## src/rtl/shift_sequencer_pkg.sv

```systemverilog
// Shared shift control encodings.
// Used by the sequencer, the shifter and the control store.
package shift_sequencer_pkg;

  localparam int DEF_WIDTH = 16;
  localparam int DEF_CNT_W = 4;

  localparam logic [3:0] SH_PASS  = 4'b0000;
  localparam logic [3:0] SH_LEFT  = 4'b0010;
  localparam logic [3:0] SH_RIGHT = 4'b0100;

  typedef enum logic [1:0] {
    ST_IDLE  = 2'd0,
    ST_SHIFT = 2'd1,
    ST_DONE  = 2'd2
  } state_t;

endpackage

```

## src/rtl/shift_sequencer.sv

```systemverilog
// Multi-bit shift sequencer.
// Steps an external 1-bit shifter once per cycle, feeding H back into B.
module shift_sequencer
  import shift_sequencer_pkg::*;
#(
  parameter int WIDTH = DEF_WIDTH,
  parameter int CNT_W = DEF_CNT_W
) (
  input  logic             clock,
  input  logic             reset,
  input  logic             start,
  input  logic [WIDTH-1:0] operand,
  input  logic [CNT_W-1:0] amount,
  input  logic             dir,
  input  logic             rot,
  output logic [WIDTH-1:0] sh_b,
  output logic [3:0]       sh_s,
  input  logic [WIDTH-1:0] sh_h,
  input  logic             sh_il,
  input  logic             sh_ir,
  output logic             busy,
  output logic             done,
  output logic [WIDTH-1:0] result,
  output logic             carry
);

  state_t           state;
  logic [WIDTH-1:0] work;
  logic [WIDTH-1:0] nxt;
  logic [CNT_W-1:0] count;
  logic             dir_q;
  logic             rot_q;
  logic             stepping;

  assign stepping = (state == ST_SHIFT) && (count != '0);
  assign busy     = (state != ST_IDLE);
  assign sh_b     = (state == ST_SHIFT) ? work : '0;

  // Shifter command: move only while bits remain, else pass through.
  always_comb begin
    sh_s = SH_PASS;
    unique case (1'b1)
      stepping && !dir_q: sh_s = SH_LEFT;
      stepping &&  dir_q: sh_s = SH_RIGHT;
      default:            sh_s = SH_PASS;
    endcase
  end

  // Rotate wraps the bit that fell off back into the vacated end.
  always_comb begin
    nxt = sh_h;
    if (rot_q && stepping) begin
      if (dir_q) nxt[WIDTH-1] = sh_ir;
      else       nxt[0]       = sh_il;
    end
  end

  // Control FSM with work/count/carry and registered result/done.
  always_ff @(posedge clock) begin
    if (reset) begin
      state  <= ST_IDLE;
      work   <= '0;
      count  <= '0;
      dir_q  <= 1'b0;
      rot_q  <= 1'b0;
      carry  <= 1'b0;
      result <= '0;
      done   <= 1'b0;
    end else begin
      done <= 1'b0;
      unique case (state)
        ST_IDLE: begin
          if (start) begin
            work  <= operand;
            count <= amount;
            dir_q <= dir;
            rot_q <= rot;
            carry <= 1'b0;
            state <= ST_SHIFT;
          end
        end
        ST_SHIFT: begin
          work <= nxt;
          if (count != '0)
            carry <= dir_q ? sh_ir : sh_il;
          if (count <= CNT_W'(1))
            state <= ST_DONE;
          else
            count <= count - CNT_W'(1);
        end
        ST_DONE: begin
          result <= work;
          done   <= 1'b1;
          state  <= ST_IDLE;
        end
        default: state <= ST_IDLE;
      endcase
    end
  end

endmodule
```

## config.mk

```make
export PLATFORM = sky130hd
export DESIGN_NAME = shift_sequencer
export DESIGN_NICKNAME = d
export VERILOG_FILES = /design/src/rtl/shift_sequencer_pkg.sv /design/src/rtl/shift_sequencer.sv
export SDC_FILE = /design/constraint.sdc
export NUM_CORES = 1
export LEC_CHECK = 0
export BUFFER_PORTS_ARGS = -buffer_cell sky130_fd_sc_hd__clkbuf_2
export CELL_PAD_IN_SITES_DETAIL_PLACEMENT = 2
export CELL_PAD_IN_SITES_GLOBAL_PLACEMENT = 2
export CORE_ASPECT_RATIO = 1.2
export CORE_MARGIN = 4
export CORE_UTILIZATION = 27
export DETAILED_ROUTE_END_ITERATION = 8
export GPL_TIMING_DRIVEN = 0
export PLACE_DENSITY = 0.79
export SETUP_SLACK_MARGIN = 0.02
export SLEW_MARGIN = 20
export SYNTH_ARGS = -nofsm -noshare
export SYNTH_HDL_FRONTEND = slang
export SYNTH_SLANG_ARGS = --single-unit
```

## constraint.sdc

```tcl
create_clock -name clock -period 2.77 [get_ports clock]
set_input_delay 0 -clock clock [delete_from_list [all_inputs] [get_ports clock]]
set_output_delay 0 -clock clock [all_outputs]
set_load 0.01 [all_outputs]
```

* Yosys cells after proc, flatten, opt, wreduce, memory -nomap -nowiden *
Index checks and enable logic that the tools add are counted.

cells by class
  add/sub/neg operators = 1
  $lt $le $gt $ge = 1
  equal/unequal tests = 6
  multiplexer cells = 19
  reduce and logical (&&, ||, !) cells = 14

operators with widths
  kind                 count
  $mux 16              2
  $pmux 16 s2          1
  $mux 1               8
  $mux 4               2
  $pmux 4 s2           1
  $pmux 3 s2           1
  $reduce_and 2->1     3
  $reduce_and 3->1     2
  $le 4x1->1 const B   1
  $logic_and 1x1->1    4
  $mux 2               2
  $ne 2x1->1 const B   2
  $ne 2x2->1 const B   2
  $pmux 2 s2           1
  $reduce_bool 2->1    2
  $reduce_bool 4->1    1
  $sub 4x1->4 const B  1
  $eq 2x1->1 const B   1
  $eq 2x2->1 const B   1
  $logic_not 2->1      1
  $pmux 1 s2           1
  $logic_not 1->1      1

word-level totals
  flip-flop bits (word level) = 42
  word-level logic and storage cells = 49

* Depth between registers and ports, before layout *
Gate-level depths: netlist of run 1.

  depth in word-level cells = 5
  depth in mapped cells = 6

* Worst setup path before layout of run 1 *
OpenSTA, ideal clock, no wires.

  path kind = register to register
  start = reg count[0]
  end = reg count[1]
  arrival = 1,348 ps
  data required time = 2,637 ps
  setup slack = 1,289 ps
  cell stages (with the launch flop) = 7
  path buffers = 0
  period minus slack after synthesis = 1,481 ps
  cells stage by stage = dfxtp_1 > inv_1 > ha_1 > or2_2 > a21oi_2 > o221a_1 > a211oi_2

between the ends
  word-level cells in the longest chain between the ends = 3
  elaborated cells between the ends (all ways) = 6
  classes of those cells = 1 x add/sub; 1 x order compare; 1 x eq/ne; 2 x mux; 1 x reduce/logical

ends and longest elaborated chain
  element                                         line                                          text
  from (decl)                                     shift_sequencer.sv:30                         logic [CNT_W-1:0] count;
  from (signal assigned)                          shift_sequencer.sv:75                         count <= amount;
  from (signal assigned)                          shift_sequencer.sv:89                         count <= count - CNT_W'(1);
  $sub 4x1->4 or $le 4x1->1 (tied branches)       shift_sequencer.sv:89, shift_sequencer.sv:86
  $mux 4 or $ne 2x2->1 (tied branches)            -
  $pmux 4 s2 or $reduce_and 3->1 (tied branches)  -

Several ways; a longest one is shown, not always the timed one. The select of a mux whose other input is x is not followed.
A chain may end at the register's enable or synchronous reset.

* Final worst setup path of run 1 *
  start = reg state[1]
  end = reg work[4]

between the ends
  word-level cells in the longest chain between the ends = 3
  elaborated cells between the ends (all ways) = 6
  classes of those cells = 2 x eq/ne; 1 x mux; 3 x reduce/logical

ends and longest elaborated chain
  element                                                    line                   text
  from (decl)                                                shift_sequencer.sv:27  state_t state;
  from (signal assigned)                                     shift_sequencer.sv:61  state <= ST_IDLE;
  from (signal assigned)                                     shift_sequencer.sv:79  state <= ST_SHIFT;
  from (signal assigned)                                     shift_sequencer.sv:87  state <= ST_DONE;
  $eq 2x1->1 or $logic_not 2->1 (tied branches)              shift_sequencer.sv:71  unique case (state)
  $reduce_bool 2->1 (no line) or $ne 2x2->1 (tied branches)  -
  $reduce_and 2->1 (no line)                                 -
  to (signal assigned)                                       shift_sequencer.sv:74  work <= operand;
  to (signal assigned)                                       shift_sequencer.sv:83  work <= nxt;
  to (decl)                                                  shift_sequencer.sv:28  logic [WIDTH-1:0] work;

Several ways; a longest one is shown, not always the timed one.

==> results of run 1 <==
state kept, by name (all words and copies together) (netlist names):
signal / flops
done: 1
state: 2
dir_q: 1
result: 16
work: 16
carry: 1
count: 4
rot_q: 1
path summary, 6_finish.rpt:
path | to | cells past startpoint | slack [ps]
worst max-delay path | work[4] | 6 | 660
worst max register to register | work[4] | 6 | 660
worst min-delay path | work[5] | 3 | 30
worst min register to register | result[14] | 2 | 470
final cells by class:
class | count | area [sq um] | share of cell area, %
Tap cell | 87 | 109 | 3.88
Timing Repair Buffer | 105 | 661 | 23.6
Clock buffer | 6 | 82.6 | 2.95
Inverter | 3 | 11.3 | 0.402
Buffer | 21 | 106 | 3.79
Multi-Input combinational cell | 181 | 980 | 35.0
Sequential cell | 42 | 841 | 30.0
Clock inverter | 2 | 12.5 | 0.446
cell usage in the layout (no fill, tap or decap), drive strengths merged, types with 4 or more instances in the layout:
cell         netlist  routed
nor2              22      22
buf               13      13
a21oi             22      22
clkbuf             8      92
nand2             68      68
a311oi            14      14
and2              17      17
dlygate4sd3        0      27
dfxtp             42      42
mux2i              4       4
Yosys cell counts (all sizes together), types with 3 or more instances:
cell type	instances
clkbuf	8
a311oi	14
and2	17
mux2i	4
nor2	22
inv	3
a211oi	3
buf	13
nand2	68
o21ai	3
a21oi	22
dfxtp	42
nand3	3
kinds of logic after synthesis:
kind of cell	synth area share, %
simple gates	28.5
flops	43.5
other cells	0.194
xor+xnor	0.453
compound gates	16.8
mux	3.23
fa+ha+maj	1.29
buf+inv	6.08
through the flow:
| step | utilization [%] | setup slack, ps | std cells |
|---|---|---|---|
| after floorplan | - | 1290 | 247 |
| after global placement | 35.3 | 1100 | 412 |
| after detailed placement | 35.3 | 1040 | 412 |
| after CTS | 40.6 | 757 | 447 |
| after global routing | 40.6 | 553 | 447 |
| final | 40.6 | 662 | 447 |
power breakdown:
part | switching, mW | internal [mW] | leakage (nW)
registers | 0.0524 | 0.658 | 0.344
logic | 0.236 | 0.195 | 0.869
clock network | 0.225 | 0.201 | 0.0472
repair_timing:
action	4_1_cts	5_1_grt
hold buffers	27	0
resized for setup	0	0
setup buffers	0	0
endpoints found under the hold margin	15	0
critical path, stage by stage, from the launching register on:
cell,delay [ps]
dfxtp_1,460
nand2b_1,160
buf_2,170
buf_2,250
nor2_1,70
a311oi_1,290
dlygate4sd3_1,640
layer usage:
layer | vias to the layer above | routed length [microns] | GRT usage [%]
li1 | 1047 | - | -
met1 | 1040 | 3210 | 21.4
met2 | 64 | 4190 | 34.7
met3 | 16 | 305 | 2.86
met4 | 0 | 250 | 8.40
met5 | - | 0 | 0
==> key figures, run 1 <==
Status
  – Status: complete, no violations

Pwr
  – VDD IR max: 248 uV
  – Leak: 1.26 nW
  – Tot Pwr: 1.57 mW
  – Power density over the cells: 560 nW/um^2

Clock network
  – CTS max path bufs: 2
  – H-tree depth: 2
  – Clock-pin slew on the worst setup and hold paths: 80 ps
  – Root buffer cell: clkbuf_8
  – CTS tree: done
  – CTS Buf Count: 5
  – TritonCTS Sinks: 42
  – Worst-Skew Late Latency: 300 ps

Timing
  – Fmax achieved: 474 MHz
  – Slew HR: 60.8%
  – Measured slew at the worst slew-check pin: 588 ps
  – Min cycle time layout: 2110 ps
  – Period utilization: 76.1%
  – Final hold vios: 0
  – RSZ-0062 raised after global routing: no
  – Slew Viols, Final: 0
  – Fin Hold WS: 29.0 ps
  – Setup Total Neg Slack: 0 ps
  – Setup-failing EPs final: 0
  – Skew final: 7.45 ps

Layout
  – ANT cells: 0
  – Final instance area: 2800 sq um
  – Share of layout cells above drive strength 1: 30.3%
  – Fillers: 843
  – Net count, final: 404
  – Area delta synth->final: 44.9%

Drt
  – Routed WL: 7.96 mm
  – Vias/cell: 4.85
  – 1st-pass router iterations: 4
  – DR iter-0 viols: 106
  – DR vias: 2167
  – DRC errors left: 0
  – Antenna Violating Nets Remaining: 0
  – Wire per inst: 17.8 microns

Setup path
  – CP Class: register to register
  – Launch point of the worst reg-to-reg path: state[1]
  – Worst setup startpoint: state[1]
  – Crit Path Max Fanout: 10
  – CP Data Required Time: 3000 ps
  – CP startpoint kind: register
  – Worst Path Arrival: 2340 ps
  – Worst setup EP type: register

Floorplan
  – Starting density of the core: 28.1%
  – DIE WIDTH: 85.3 microns
  – Die height: 101 microns
  – Ports: 82
  – Die area: 8590 sq um
  – # rows: 33
  – Core area: 6900 sq um

Global route
  – Largest net degree at the start of global routing: 14
  – First-pass GRT wire length: 12.6 mm
  – Initial antenna violation count: 0
  – Total gr overflow: 0
  – GRT Util Overall: 18.9%
  – Vias in the first global route: 2423

Logic synthesis
  – Post-synthesis sequential area ratio: 43.5%
  – Synthesized area per cell: 7.86 sq um
  – Post-synth EDFFs: 0
  – Ys async rst share: 0%
  – Synth top area share: 43.5%
  – Synth Flop Type: dfxtp_1
  – Synth area leaders: dfxtp_1 (43%), nand2_1 (13%), a311oi_1 (6.3%)
  – Yosys warns: 0
  – Yosys top cell by area: dfxtp_1
  – Post-synth cell types: 38
  – Synthesized area: 1930 sq um
  – FF+latch count, synth: 42
  – Synth Instances: 246

Place
  – Dpl cell area: 2440 sq um
  – Global placer's final weighted congestion: 0.724
  – Port bufs: 78
  – Post-DP HPWL: 5.43 mm

Worst hold path
  – Hold Crit Start: operand[5]
  – Worst hold-check path type: primary input to register

Job
  – Max-capacitance violation count: 0
Note: power is estimated with default switching activity, not from simulation.
==> inputs of run 2 (changes only) <==
Settings changed: CORE_UTILIZATION 27 to 23, PLACE_DENSITY 0.79 to 0.71.
Clock period 2.77 ns to 1.85 ns, I/O delays scaled along.
==> run 2 against run 1 <==
Net effect:
- global-route usage shrank 4.3 points
- via count is 2.7% lower
- flip-flop and latch count did not move
- largest cell class unchanged
- largest power group unchanged
- highest routed layer unchanged
==> key figures, run 2 (synthesis results as in run 1) <==
Status
  – Status: complete, no violations

Drt
  – Highest routed layer: met4
  – Met3 wire len: 259 microns (-15%)
  – Met2 wire len: 3.85 mm (-8.3%)
  – DR iter-0 viols: 33 (-69%)
  – DRC errors left: 0 (unchanged)
  – Antenna Violating Nets Remaining: 0 (unchanged)
  – Wire per inst: 15.3 microns (-14%)
  – DR vias: 2109 (-2.7%)
  – Routed WL: 7.26 mm (-8.8%)
  – Vias/cell: 4.43 (-8.6%)
  – Met1 WL: 3.08 mm (-4.0%)
  – 1st-pass router iterations: 4 (unchanged)

Setup path
  – Worst-path cell chain: inv_1 > ha_2 > or3b_4 > and3_2 > clkbuf_2
  – Flop-to-flop setup slack: 190 ps (-470 ps)
  – Worst Path Arrival: 1730 ps (-610 ps)
  – CP Data Required Time: 1850 ps (-1150 ps)
  – CP Class: register to primary output
  – CP startpoint kind: register
  – Crit Path Max Fanout: 5 (-5)
  – Worst setup EP type: primary output
  – Worst stage delay on the critical path: 420 ps (-220 ps)
  – CP max stage cell: or3b_4

Pwr
  – Leak: 1.25 nW (-0.47%)
  – VDD IR max: 337 uV (+36%)
  – Sw Share: 32.2% (-0.55 points)
  – Power density over the cells: 802 nW/um^2 (+43%)
  – Combinational share of power: 26.5% (-1.0 points)
  – Seq pwr share: 46.1% (+0.8 points)
  – Switching pwr: 0.741 mW (+44%)
  – Clock share of power: 27.4% (+0.2 points)
  – Pint: 1.56 mW (+48%)

Place
  – Port bufs: 78 (unchanged)
  – Placed insts: 439 (+6.6%)
  – Post-DP HPWL: 5.40 mm (-0.59%)
  – Post-place setup slack: 146 ps (-897 ps)
  – Dpl cell area: 2470 sq um (+1.4%)
  – Global placer's final weighted congestion: 0.720 (-0.52%)

Clock network
  – CTS Buf Count: 5 (unchanged)
  – TritonCTS Sinks: 42 (unchanged)
  – Root buffer cell: clkbuf_8
  – Worst-Skew Late Latency: 290 ps (about the same)
  – CTS max path bufs: 2 (unchanged)
  – CTS tree: done
  – H-tree depth: 2 (unchanged)
  – Post-CTS setup buffers: 0 (unchanged)
  – Clock-pin slew on the worst setup and hold paths: 80 ps (about the same)

Layout
  – Area delta synth->final: 48.3%
  – Net count, final: 406 (+0.50%)
  – ANT cells: 0 (unchanged)
  – Final instance area: 2870 sq um (+2.4%)
  – Area of the multi-input gates: 990 sq um (+1.0%)
  – Commonest non-fill, non-tap cell in the layout: clkbuf_2
  – Largest registers: result (16), work (16), count (4)
  – Post-Layout Cell Count: 476 (+6.5%)
  – Fillers: 967 (+15%)
  – Share of layout cells above drive strength 1: 30.9% (+0.66 points)
  – Seq. cell area: 841 sq um (unchanged)
  – Most frequent cells in the layout: clkbuf_2 (80), nand2_1 (68), dfxtp_1 (42), dlygate4sd3_1 (29)

Timing
  – Measured slew at the worst slew-check pin: 556 ps (-32.2 ps)
  – Min cycle time layout: 1730 ps
  – Setup Total Neg Slack: 0 ps (unchanged)
  – Final worst slack: 119 ps (-543 ps)
  – Fmax achieved: 578 MHz
  – Period utilization: 93.5%
  – RSZ-0062 raised after global routing: no
  – Skew final: 3.21 ps (-4.24 ps)
  – Slew Viols, Final: 0 (unchanged)
  – Final hold vios: 0 (unchanged)
  – Slew HR: 62.9% (+2.1 points)
  – Setup-failing EPs final: 0 (unchanged)

Floorplan
  – # rows: 36 (+9.1%)
  – Starting density of the core: 23.7% (-4.3 points)
  – Die area: 9950 sq um (+16%)
  – Ports: 82 (unchanged)
  – DIE WIDTH: 91.7 microns (+7.6%)
  – Core area: 8150 sq um (+18%)
  – Die height: 108 microns (+7.7%)

Global route
  – First-pass GRT wire length: 11.5 mm (-8.2%)
  – Largest net degree at the start of global routing: 14 (unchanged)
  – Total gr overflow: 0 (unchanged)
  – GRT Util Overall: 14.6% (-4.3 points)
  – Initial antenna violation count: 0 (unchanged)
  – Vias in the first global route: 2368 (-2.3%)

Job
  – Max-capacitance violation count: 0 (unchanged)

Worst hold path
  – Worst hold-check path type: primary input to register
-- run 2: area by class of cell --
type	count	share of cell area, %
buffer	21	3.79
clock buffer	6	2.88
clock inverter	2	0.436
inverter	3	0.392
multi-input combinational	181	34.5
sequential	42	29.3
tap	114	4.97
timing repair buffer	107	23.7
-- run 2: worst max-delay path: cells and delay by family (launching register included) --
kind	cells	cell delay [ps]
adders and majority gates	1	220
buffers and inverters	2	230
DFF	1	340
and+or+nand+nor	2	640
-- run 2: per-stage QoR --
step                util, %  total power [mW]  hold WS (ps)
floorplan                 -              1.42           136
global placement       30.3              1.62           228
detailed placement     30.3              1.64           238
CTS                    35.1              2.33          2.90
finish                 35.2              2.30          7.26
global route           35.2              2.44          15.9
-- run 2: power by group through the flow --
stage,Combinational (mW),Clock (mW),Sequential (mW)
3_5_place_dp,0.561,0,1.08
5_1_grt,0.686,0.681,1.07
2_1_floorplan,0.360,0,1.06
6_report,0.611,0.630,1.06
3_3_place_gp,0.546,0,1.08
4_1_cts,0.615,0.650,1.06
-- run 2: timing repair --
item	CTS	global route
endpoints found under the setup margin	14	4
hold buffers	29	0
gates resized for setup	2	2
hold endpoints to repair	16	0
-- run 2: worst paths after layout --
check	startpoint	cells past startpoint	to
setup / recovery	count[0]	5	sh_s[2]
hold / removal	sh_h[6]	3	work[6]
setup reg to reg	count[0]	6	count[3]
hold reg to reg	result[12]	2	result[12]
-- run 2: routing by layer --
layer / up-vias / global-route usage, %
li1: 1047 / -
met4: 0 / 3.82
met1: 1010 / 16.6
met3: 5 / 2.30
met5: - / 0
met2: 47 / 28.1
